`config.mk`:
```
export PLATFORM = sky130hd
export DESIGN_NAME = mem_dp_ctrl_flat
export DESIGN_NICKNAME = d
export VERILOG_FILES = /design/src/rtl/mem_dp_pkg.sv /design/src/rtl/mem_dp_if.sv /design/src/rtl/mem_dp_array.sv /design/src/rtl/mem_dp_ctrl.sv /design/src/flat_wrapper.sv
export SDC_FILE = /design/constraint.sdc
export NUM_CORES = 1
export LEC_CHECK = 0
export BUFFER_PORTS_ARGS = -buffer_cell sky130_fd_sc_hd__buf_4
export CORE_ASPECT_RATIO = 1.75
export CORE_MARGIN = 2
export CORE_UTILIZATION = 30
export CTS_BUF_LIST = sky130_fd_sc_hd__clkbuf_4 sky130_fd_sc_hd__clkbuf_8
export DETAILED_ROUTE_END_ITERATION = 6
export PLACE_DENSITY = 0.48
export SYNTH_ARGS = -nofsm -noshare
export SYNTH_HDL_FRONTEND = slang
export SYNTH_SLANG_ARGS = --single-unit
```
`constraint.sdc`:
```
create_clock -name clk -period 6.02 [get_ports clk]
set_input_delay 0.301 -clock clk [delete_from_list [all_inputs] [get_ports clk]]
set_output_delay 0.301 -clock clk [all_outputs]
set_load 0.005 [all_outputs]
```
`src/rtl/mem_dp_pkg.sv`:
```
// rtl/mem_dp_pkg.sv - shared types, limits and byte-merge helper for the local RAM
package mem_dp_pkg;

  typedef enum logic {CLEAR, RUN} mem_state_e;

  localparam int RD_LAT_MIN = 1;
  localparam int RD_LAT_MAX = 2;

  // Widest word be_merge can handle; callers zero-extend and drop the upper bits.
  localparam int MERGE_W = 512;

  function automatic logic [MERGE_W-1:0] be_merge(
    input logic [MERGE_W-1:0]   old_word,
    input logic [MERGE_W-1:0]   new_word,
    input logic [MERGE_W/8-1:0] be
  );
    logic [MERGE_W-1:0] res;
    res = old_word;
    for (int i = 0; i < MERGE_W/8; i++) begin
      if (be[i]) res[8*i +: 8] = new_word[8*i +: 8];
    end
    return res;
  endfunction

endpackage

```
`src/rtl/mem_dp_if.sv`:
```
// rtl/mem_dp_if.sv - write/read request and response signals of the local RAM
interface mem_dp_if #(
  parameter int DATA_W = 32,
  parameter int DEPTH  = 16
);
  localparam int ADDR_W = (DEPTH > 1) ? $clog2(DEPTH) : 1;

  logic              wr_valid;
  logic              wr_ready;
  logic [ADDR_W-1:0] wr_addr;
  logic [DATA_W-1:0] wr_data;
  logic [DATA_W/8-1:0] wr_be;
  logic              wr_err;
  logic              rd_valid;
  logic              rd_ready;
  logic [ADDR_W-1:0] rd_addr;
  logic              rd_rvalid;
  logic [DATA_W-1:0] rd_rdata;
  logic              rd_err;
  logic              init_done;

  modport master (
    output wr_valid, wr_addr, wr_data, wr_be, rd_valid, rd_addr,
    input  wr_ready, wr_err, rd_ready, rd_rvalid, rd_rdata, rd_err, init_done
  );

  modport slave (
    input  wr_valid, wr_addr, wr_data, wr_be, rd_valid, rd_addr,
    output wr_ready, wr_err, rd_ready, rd_rvalid, rd_rdata, rd_err, init_done
  );
endinterface

```
`src/rtl/mem_dp_array.sv`:
```
// rtl/mem_dp_array.sv - DEPTH x DATA_W storage, byte-enable write, registered read
module mem_dp_array #(
  parameter int DATA_W = 32,
  parameter int DEPTH  = 16,
  parameter int ADDR_W = 4
) (
  input  logic                clk,
  input  logic                we,
  input  logic [ADDR_W-1:0]   waddr,
  input  logic [DATA_W-1:0]   wdata,
  input  logic [DATA_W/8-1:0] wbe,
  input  logic                re,
  input  logic [ADDR_W-1:0]   raddr,
  output logic [DATA_W-1:0]   rdata
);

  logic [DATA_W-1:0] mem [DEPTH];

  // Read returns the pre-write word on a same-address collision; the top merges.
  always_ff @(posedge clk) begin
    if (we) begin
      for (int i = 0; i < DATA_W/8; i++) begin
        if (wbe[i]) mem[waddr][8*i +: 8] <= wdata[8*i +: 8];
      end
    end
    if (re) rdata <= mem[raddr];
  end

endmodule

```
`src/rtl/mem_dp_ctrl.sv`:
```
// rtl/mem_dp_ctrl.sv - local RAM controller: post-reset clear, range checks, bypass, read latency
module mem_dp_ctrl
  import mem_dp_pkg::*;
#(
  parameter int DATA_W = 32,
  parameter int DEPTH  = 16,
  parameter int RD_LAT = 1
) (
  input  logic     clk,
  input  logic     rst,
  mem_dp_if.slave  bus
);

  localparam int ADDR_W = (DEPTH > 1) ? $clog2(DEPTH) : 1;
  localparam int BE_W   = DATA_W / 8;

  if ((DATA_W % 8) != 0 || RD_LAT < RD_LAT_MIN || RD_LAT > RD_LAT_MAX || DATA_W >= MERGE_W) begin : g_bad_param
    $error("mem_dp_ctrl: illegal DATA_W=%0d or RD_LAT=%0d", DATA_W, RD_LAT);
  end

  mem_state_e        state, state_n;
  logic [ADDR_W-1:0] clr_cnt;
  logic              run;
  logic              wr_acc, wr_in, rd_acc, rd_in;

  logic              arr_we, arr_re;
  logic [ADDR_W-1:0] arr_waddr;
  logic [DATA_W-1:0] arr_wdata, arr_rdata;
  logic [BE_W-1:0]   arr_wbe;

  logic              wr_err_q;
  logic              s1_valid, s1_err, s1_byp;
  logic [DATA_W-1:0] s1_wdata, s1_data, merged;
  logic [BE_W-1:0]   s1_be;
  logic [MERGE_W-DATA_W-1:0] unused_merge_hi;

  assign run    = (state == RUN);
  assign wr_in  = ({1'b0, bus.wr_addr} < (ADDR_W+1)'(DEPTH));
  assign rd_in  = ({1'b0, bus.rd_addr} < (ADDR_W+1)'(DEPTH));
  assign wr_acc = bus.wr_valid && run && !rst;
  assign rd_acc = bus.rd_valid && run && !rst;
  assign arr_re = rd_acc && rd_in;

  always_comb begin
    state_n   = state;
    arr_we    = 1'b0;
    arr_waddr = bus.wr_addr;
    arr_wdata = bus.wr_data;
    arr_wbe   = bus.wr_be;
    case (state)
      CLEAR: begin
        arr_we    = !rst;
        arr_waddr = clr_cnt;
        arr_wdata = '0;
        arr_wbe   = '1;
        if (clr_cnt == ADDR_W'(DEPTH - 1)) state_n = RUN;
      end
      RUN:     arr_we = wr_acc && wr_in;
      default: state_n = CLEAR;
    endcase
  end

  always_ff @(posedge clk) begin
    if (rst) begin
      state    <= CLEAR;
      clr_cnt  <= '0;
      wr_err_q <= 1'b0;
      s1_valid <= 1'b0;
      s1_err   <= 1'b0;
    end else begin
      state    <= state_n;
      if (state == CLEAR) clr_cnt <= clr_cnt + ADDR_W'(1);
      wr_err_q <= wr_acc && !wr_in;
      s1_valid <= rd_acc;
      s1_err   <= rd_acc && !rd_in;
    end
  end

  // Bypass bookkeeping only matters while s1_valid is set, so it needs no reset.
  always_ff @(posedge clk) begin
    s1_byp   <= arr_re && wr_acc && (bus.wr_addr == bus.rd_addr);
    s1_wdata <= bus.wr_data;
    s1_be    <= bus.wr_be;
  end

  mem_dp_array #(.DATA_W(DATA_W), .DEPTH(DEPTH), .ADDR_W(ADDR_W)) u_array (
    .clk   (clk),
    .we    (arr_we),
    .waddr (arr_waddr),
    .wdata (arr_wdata),
    .wbe   (arr_wbe),
    .re    (arr_re),
    .raddr (bus.rd_addr),
    .rdata (arr_rdata)
  );

  assign {unused_merge_hi, merged} =
    be_merge(MERGE_W'(arr_rdata), MERGE_W'(s1_wdata), (MERGE_W/8)'(s1_be));
  assign s1_data = s1_err ? '0 : (s1_byp ? merged : arr_rdata);

  assign bus.wr_ready  = run;
  assign bus.rd_ready  = run;
  assign bus.init_done = run;
  assign bus.wr_err    = wr_err_q;

  if (RD_LAT == 2) begin : g_lat2
    logic              s2_valid, s2_err;
    logic [DATA_W-1:0] s2_data;
    always_ff @(posedge clk) begin
      if (rst) begin
        s2_valid <= 1'b0;
        s2_err   <= 1'b0;
        s2_data  <= '0;
      end else begin
        s2_valid <= s1_valid;
        s2_err   <= s1_valid && s1_err;
        if (s1_valid) s2_data <= s1_data;
      end
    end
    assign bus.rd_rvalid = s2_valid;
    assign bus.rd_err    = s2_err;
    assign bus.rd_rdata  = s2_data;
  end else begin : g_lat1
    // Holds the last response so rd_rdata stays stable between pulses.
    logic [DATA_W-1:0] hold_q;
    always_ff @(posedge clk) begin
      if (rst) hold_q <= '0;
      else if (s1_valid) hold_q <= s1_data;
    end
    assign bus.rd_rvalid = s1_valid;
    assign bus.rd_err    = s1_valid && s1_err;
    assign bus.rd_rdata  = s1_valid ? s1_data : hold_q;
  end

endmodule
```
`src/flat_wrapper.sv`:
```
// flat-port wrapper written by rule: the top's interface ports become plain ports
module mem_dp_ctrl_flat import mem_dp_pkg::*;
#(
  parameter int DATA_W = 32,
  parameter int DEPTH  = 16,
  parameter int RD_LAT = 1
)
  (clk, rst, bus_wr_valid, bus_wr_addr, bus_wr_data, bus_wr_be, bus_rd_valid, bus_rd_addr, bus_wr_ready, bus_wr_err, bus_rd_ready, bus_rd_rvalid, bus_rd_rdata, bus_rd_err, bus_init_done);
  mem_dp_if #(.DATA_W(DATA_W), .DEPTH(DEPTH)) bus_i ();
  input  logic clk;
  input  logic rst;
  input wire logic [$bits(bus_i.wr_valid)-1:0] bus_wr_valid;
  input wire logic [$bits(bus_i.wr_addr)-1:0] bus_wr_addr;
  input wire logic [$bits(bus_i.wr_data)-1:0] bus_wr_data;
  input wire logic [$bits(bus_i.wr_be)-1:0] bus_wr_be;
  input wire logic [$bits(bus_i.rd_valid)-1:0] bus_rd_valid;
  input wire logic [$bits(bus_i.rd_addr)-1:0] bus_rd_addr;
  output wire logic [$bits(bus_i.wr_ready)-1:0] bus_wr_ready;
  output wire logic [$bits(bus_i.wr_err)-1:0] bus_wr_err;
  output wire logic [$bits(bus_i.rd_ready)-1:0] bus_rd_ready;
  output wire logic [$bits(bus_i.rd_rvalid)-1:0] bus_rd_rvalid;
  output wire logic [$bits(bus_i.rd_rdata)-1:0] bus_rd_rdata;
  output wire logic [$bits(bus_i.rd_err)-1:0] bus_rd_err;
  output wire logic [$bits(bus_i.init_done)-1:0] bus_init_done;
  assign bus_i.wr_valid = bus_wr_valid;
  assign bus_i.wr_addr = bus_wr_addr;
  assign bus_i.wr_data = bus_wr_data;
  assign bus_i.wr_be = bus_wr_be;
  assign bus_i.rd_valid = bus_rd_valid;
  assign bus_i.rd_addr = bus_rd_addr;
  assign bus_wr_ready = bus_i.wr_ready;
  assign bus_wr_err = bus_i.wr_err;
  assign bus_rd_ready = bus_i.rd_ready;
  assign bus_rd_rvalid = bus_i.rd_rvalid;
  assign bus_rd_rdata = bus_i.rd_rdata;
  assign bus_rd_err = bus_i.rd_err;
  assign bus_init_done = bus_i.init_done;
  mem_dp_ctrl #(.DATA_W(DATA_W), .DEPTH(DEPTH), .RD_LAT(RD_LAT)) u_core (.clk(clk), .rst(rst), .bus(bus_i));
endmodule
```
-- Word-level counts from Yosys, hierarchy flattened
Memories as Yosys holds them, arrays and structs flattened. A register that Yosys moved wholly into a read port is not among the register bits.
Cells that the tools add are included.
- add/subtract/negate cells: 1
- equal/unequal tests: 2
- multiplexer cells: 24
- bitwise logic cells: 1
- reductions and logical operators: 7
- operators by type and width (kind ; number):
    $mux W32 ; 3
    $mux W8 ; 4
    $mux W1 ; 14
    $mux W4 ; 2
    $logic_and A1 B1 Y1 ; 6
    $add A4 B1 Y4 const B ; 1
    $eq A4 B4 Y1 ; 1
    $eq A4 B4 Y1 const B ; 1
    $pmux W1 S2 ; 1
    $logic_not A1 Y1 ; 1
    $not A1 Y1 ; 1
- register bits after elaboration: 75
- RAM bits: 512
- input bits: 48
- output and inout port bits: 38
- word-level logic and storage cells: 43
- memories kept: 1
- memory list (name ; words ; bits a word ; rd ports ; clocked after memory_dff ; wr ports ; RTL line ; source):
    u_core.u_array.mem ; 16 ; 32 ; 1 ; 1 ; 1 ; mem_dp_array.sv:17 ; logic [DATA_W-1:0] mem [DEPTH];

-- Longest topological paths before layout
- depth in word-level cells: 5
- depth in mapped cells: 5
- depth with buffers taken out: 4

-- Modules after synthesis
Synthesis repeated with hierarchy kept, for this count alone.
- cell total of the unflattened synthesis: 1236
- area, all modules: 23536.3 um2
- by module, submodules not included (module ; times used ; cells each ; area an instance (um2) ; seq. area each (um2)):
    mem_dp_array ; 1 ; 909 ; 20419.6 ; 16335.7
    mem_dp_ctrl ; 1 ; 327 ; 3116.7 ; 1501.4

-- Worst setup path after synthesis
OpenSTA, ideal clock, no wires.
- path type: flip-flop to flip-flop
- start point: register u_core.state (netlist: u_core.bus.init_done)
- end point: memory u_core.u_array.mem[9][0] (enable)
- setup time: 383 ps
- arrival: 1823 ps
- required time: 5637 ps
- slack: 3814 ps
- cell stages (with the launch flop): 5
- buffers on the path: 2
- clock period less this slack: 2206 ps
- path through: dfxtp_1 -> buf_2 -> o32a_1 -> clkbuf_1 -> nor3_1
- longest elaborated chain between the ends: 5
- elaborated cells between the ends (all ways): 9
- those cells by class: mux: 6; bitwise: 1; reduce/logical: 2
- ends and longest elaborated chain (item ; RTL line ; source):
    from (decl) ; mem_dp_ctrl.sv:21 ; mem_state_e state, state_n;
    from (signal assigned) ; mem_dp_ctrl.sv:71 ; state <= state_n;
    $logic_and A1 B1 Y1 (2 in a row) ; mem_dp_ctrl.sv:40 ; assign wr_acc = bus.wr_valid && run && !rst;
    $pmux W1 S2 ; mem_dp_ctrl.sv:50 ; case (state)
    $mux W1 ; mem_dp_array.sv:21 ; if (we) begin
    $mux W1 (implied by the code) ; mem_dp_array.sv:23 ; if (wbe[i]) mem[waddr][8*i +: 8] <= wdata[8*i +: 8];
    to (decl) ; mem_dp_array.sv:17 ;
Parallel ways exist; a longest one is shown, timed or not.

-- Worst setup path in the final report
- start point: register u_core.state (netlist: u_core.bus.init_done)
- end point: memory u_core.u_array.mem[1][27] (enable)
Same word-level chain as after synthesis.

==> impl_metrics.toml <==
[floorplan]
io_pins = 86
core_um2 = 77400
die_x_um = 215
row_count = 135
dieArea_um2 = 80500
dieHeight_um = 374
start_util_pct = 30.3

[hold_path]
hp-class = "in2reg"
min_path_cells = 2
worstHoldStart = "rst"

[timing]
finalHoldViolations = 0
relSlewSlack_pct = 7.33
max_slew.worst_pin.slew_ns = 1.38
fmax_mhz = 307
finalSetupTns_ns = 0
fin_worst_skew_ns = 0.0334
whs_ns = 0.177
period_minus_slack_ns = 3.26
slew_violations = 0
rsz0062_at_grt = "no"
finalCritPeriodShare_pct = 54.1
setup-violations-final = 0

[finish]
final_cell_mix = "edfxtp_1, mux4_2, buf_4"
layout-drive-gt1-share_pct = 28.7
stdcell_area_um2 = 27600
regArea_um2 = 17800
multi_input_area_um2 = 5310
fin_cells = 2482
fillers = 7366
final_common_cell = "edfxtp_1"
synthToLayoutAreaGrowth_pct = 17.9
finalNetCount = 1427

[setup_path]
worstPathRequired_ns = 6.30
path_class = "reg2reg"
reg2reg_depth = 4
r2r_setup_slack_ns = 2.76
crit_path_max_incr_delay_ns = 0.93
start_kind = "flop"
timing.rr.end = "u_core.u_array.mem[1][27]$_DFFE_PP_"
path_common_cell = "buf_4"
endpoint_kind = "flop"
crit_end = "u_core.u_array.mem[1][27]$_DFFE_PP_"
reg2reg_from = "u_core.bus.init_done$_SDFF_PP0_"
crit_start = "u_core.bus.init_done$_SDFF_PP0_"
cp_cell_sequence = "buf_4 -> a21oi_1 -> buf_4 -> nor3_1"
slowest_stage = "nor3_1"
crit_fanout = 41
worstPathArrival_ns = 3.54

[grt]
globalRouteMet3Util_pct = 2.25
grt-ovfl-total = 0
grt_max_degree = 65
grt_usage_pct = 14.6
grtUsageMet2_pct = 26.7
antenna_found_initial = 1
grt_busiest_layer = "met2"
grt_pass1_vias = 12800
grt_pass1_wl_mm = 86.3
met1_usage_pct = 17.3

[yosys]
synthCells = 1210
ys_seq_area_share_pct = 76.1
yosys.area.top_type = "edfxtp_1"
synthTopCellsByArea = "edfxtp_1, mux4_2, dfxtp_1"
synth_warnings = 0
synth_seq_cells = 619
syn_area_um2 = 23400
syn_avg_cell_area_um2 = 19.4
synth_top_area_share_pct = 69.7
synth_cell_types = 31

[detailed_routing]
via_count = 11800
ant_nets = 0
drt-initial-drc-count = 931
first_pass_iters = 5
routedWlPerCell_um = 23.6
drc = 0
routed_wl_mm = 58.6
avgViaCountPerCell = 4.74

[cts]
cts-root-buf = "clkbuf_8"
cts_buffers = 90
clock-sinks = 619
cts_resized = 0
clock_latency_ns = 0.66
cts-htree-levels = 3
clk_pin_slew_worst_paths_ns = 0.06
clk_path_buf_depth = 3
cts_tree = "built"

[power_and_ir_drop]
p_total_mw = 8.56
vdd_drop_max_mv = 0.138
power_leakage_nw = 9.56
p_per_area_nw_per_um2 = 310

[job]
drv_cap = 0

[placed_design]
placed_area_um2 = 25300
post-dp-hpwl_mm = 37.0
gp_congestion = 0.733
dpl.cell_count = 2272
io_buffers = 83

[status]
status = "complete, no violations"
## worst min-delay path by stage
stage / to
final: u_core.clr_cnt[1]$_SDFFE_PP0N_
after global routing: u_core.clr_cnt[3]$_SDFFE_PP0N_
after CTS: u_core.clr_cnt[1]$_SDFFE_PP0N_
after detailed placement: u_core.s1_be[2]$_DFF_P_
after global placement: u_core.s1_be[2]$_DFF_P_
after floorplan: u_core.s1_be[0]$_DFF_P_
## through the flow
| stage | utilization (%) | worst slack, ns |
|---|---|---|
| 2_1_floorplan | - | 3.81 |
| 3_3_place_gp | 32.6 | 2.80 |
| 3_5_place_dp | 32.7 | 2.70 |
| 4_1_cts | 35.6 | 2.71 |
| 5_1_grt | 35.7 | 2.51 |
| 6_report | 35.7 | 2.76 |
## cell type report
class                      instances  area share, %
antenna                            1        0.00906
multi-input combinational        507           19.2
clock inverter                    28          0.693
tap                             1027           4.65
clock buffer                     140           6.18
inverter                           3         0.0408
sequential                       619           64.6
timing repair buffer             157           4.64
## synth_stat cells, drive strengths merged
cell,n
and3b,4
a211oi,32
mux4,128
a2bb2oi,1
nor3,67
nor3b,1
a21oi,34
ha,1
clkbuf,47
a31oi,4
nand2,43
o32a,1
mux2i,33
a21o,4
edfxtp,544
inv,3
nor2,42
nor2b,3
conb,1
a22oi,64
xor2,3
a32oi,1
nand4b,1
xnor2,4
buf,35
dfxtp,75
and2,33
nand3,1
## routing by layer
metal | share of wire (%) | vias to the layer above | wire length [µm]
met5 | 0 | - | 0
met4 | 2.1 | 0 | 1250
met3 | 4.1 | 81 | 2420
met2 | 54 | 271 | 31500
met1 | 40 | 6126 | 23400
li1 | - | 5275 | -
## worst max-delay path: cells and delay by family, from the launching register on
family / cells / cell delay (ns)
and+or+nand+nor: 1 / 0.93
buffers and inverters: 2 / 0.88
DFF: 1 / 0.60
AOI/OAI and AO/OA: 1 / 0.48
## state kept, by name, indices dropped and copies added, names as in the netlist
register	flops
u_core.u_array.rdata	32
u_core.clr_cnt	4
u_core.bus.rd_rvalid	1
u_core.s1_byp	1
u_core.s1_be	4
u_core.bus.init_done	1
u_core.g_lat1.hold_q	32
u_core.u_array.mem	512
u_core.s1_wdata	32
## what timing repair did
action / CTS / global route
hold buffers: 40 / 0
setup endpoints to repair: 0 / 0
setup buffers: 0 / 0
endpoints found under the hold margin: 38 / 0
## kinds of logic (layout without fill, tap and decap cells)
kind of cell | count (synthesis) | in the layout | share of synthesized area (%)
DFF | 619 | 619 | 76.1
and+or+nand+nor | 195 | 195 | 3.99
muxes | 161 | 161 | 13.7
AOI/OAI and AO/OA | 141 | 141 | 4.15
buffers and inverters | 85 | 328 | 1.72
xor gates and xnor gates | 7 | 7 | 0.262
adders and majority gates | 1 | 1 | 0.0534
other | 1 | 3 | 0.0160
## power breakdown
| part | internal (mW) | switching [mW] | leakage, nW |
|---|---|---|---|
| Sequential | 4.67 | 0.0156 | 5.93 |
| Clock | 1.90 | 1.59 | 0.998 |
| Combinational | 0.163 | 0.227 | 2.63 |
Note: power is estimated with default switching activity, not from simulation.
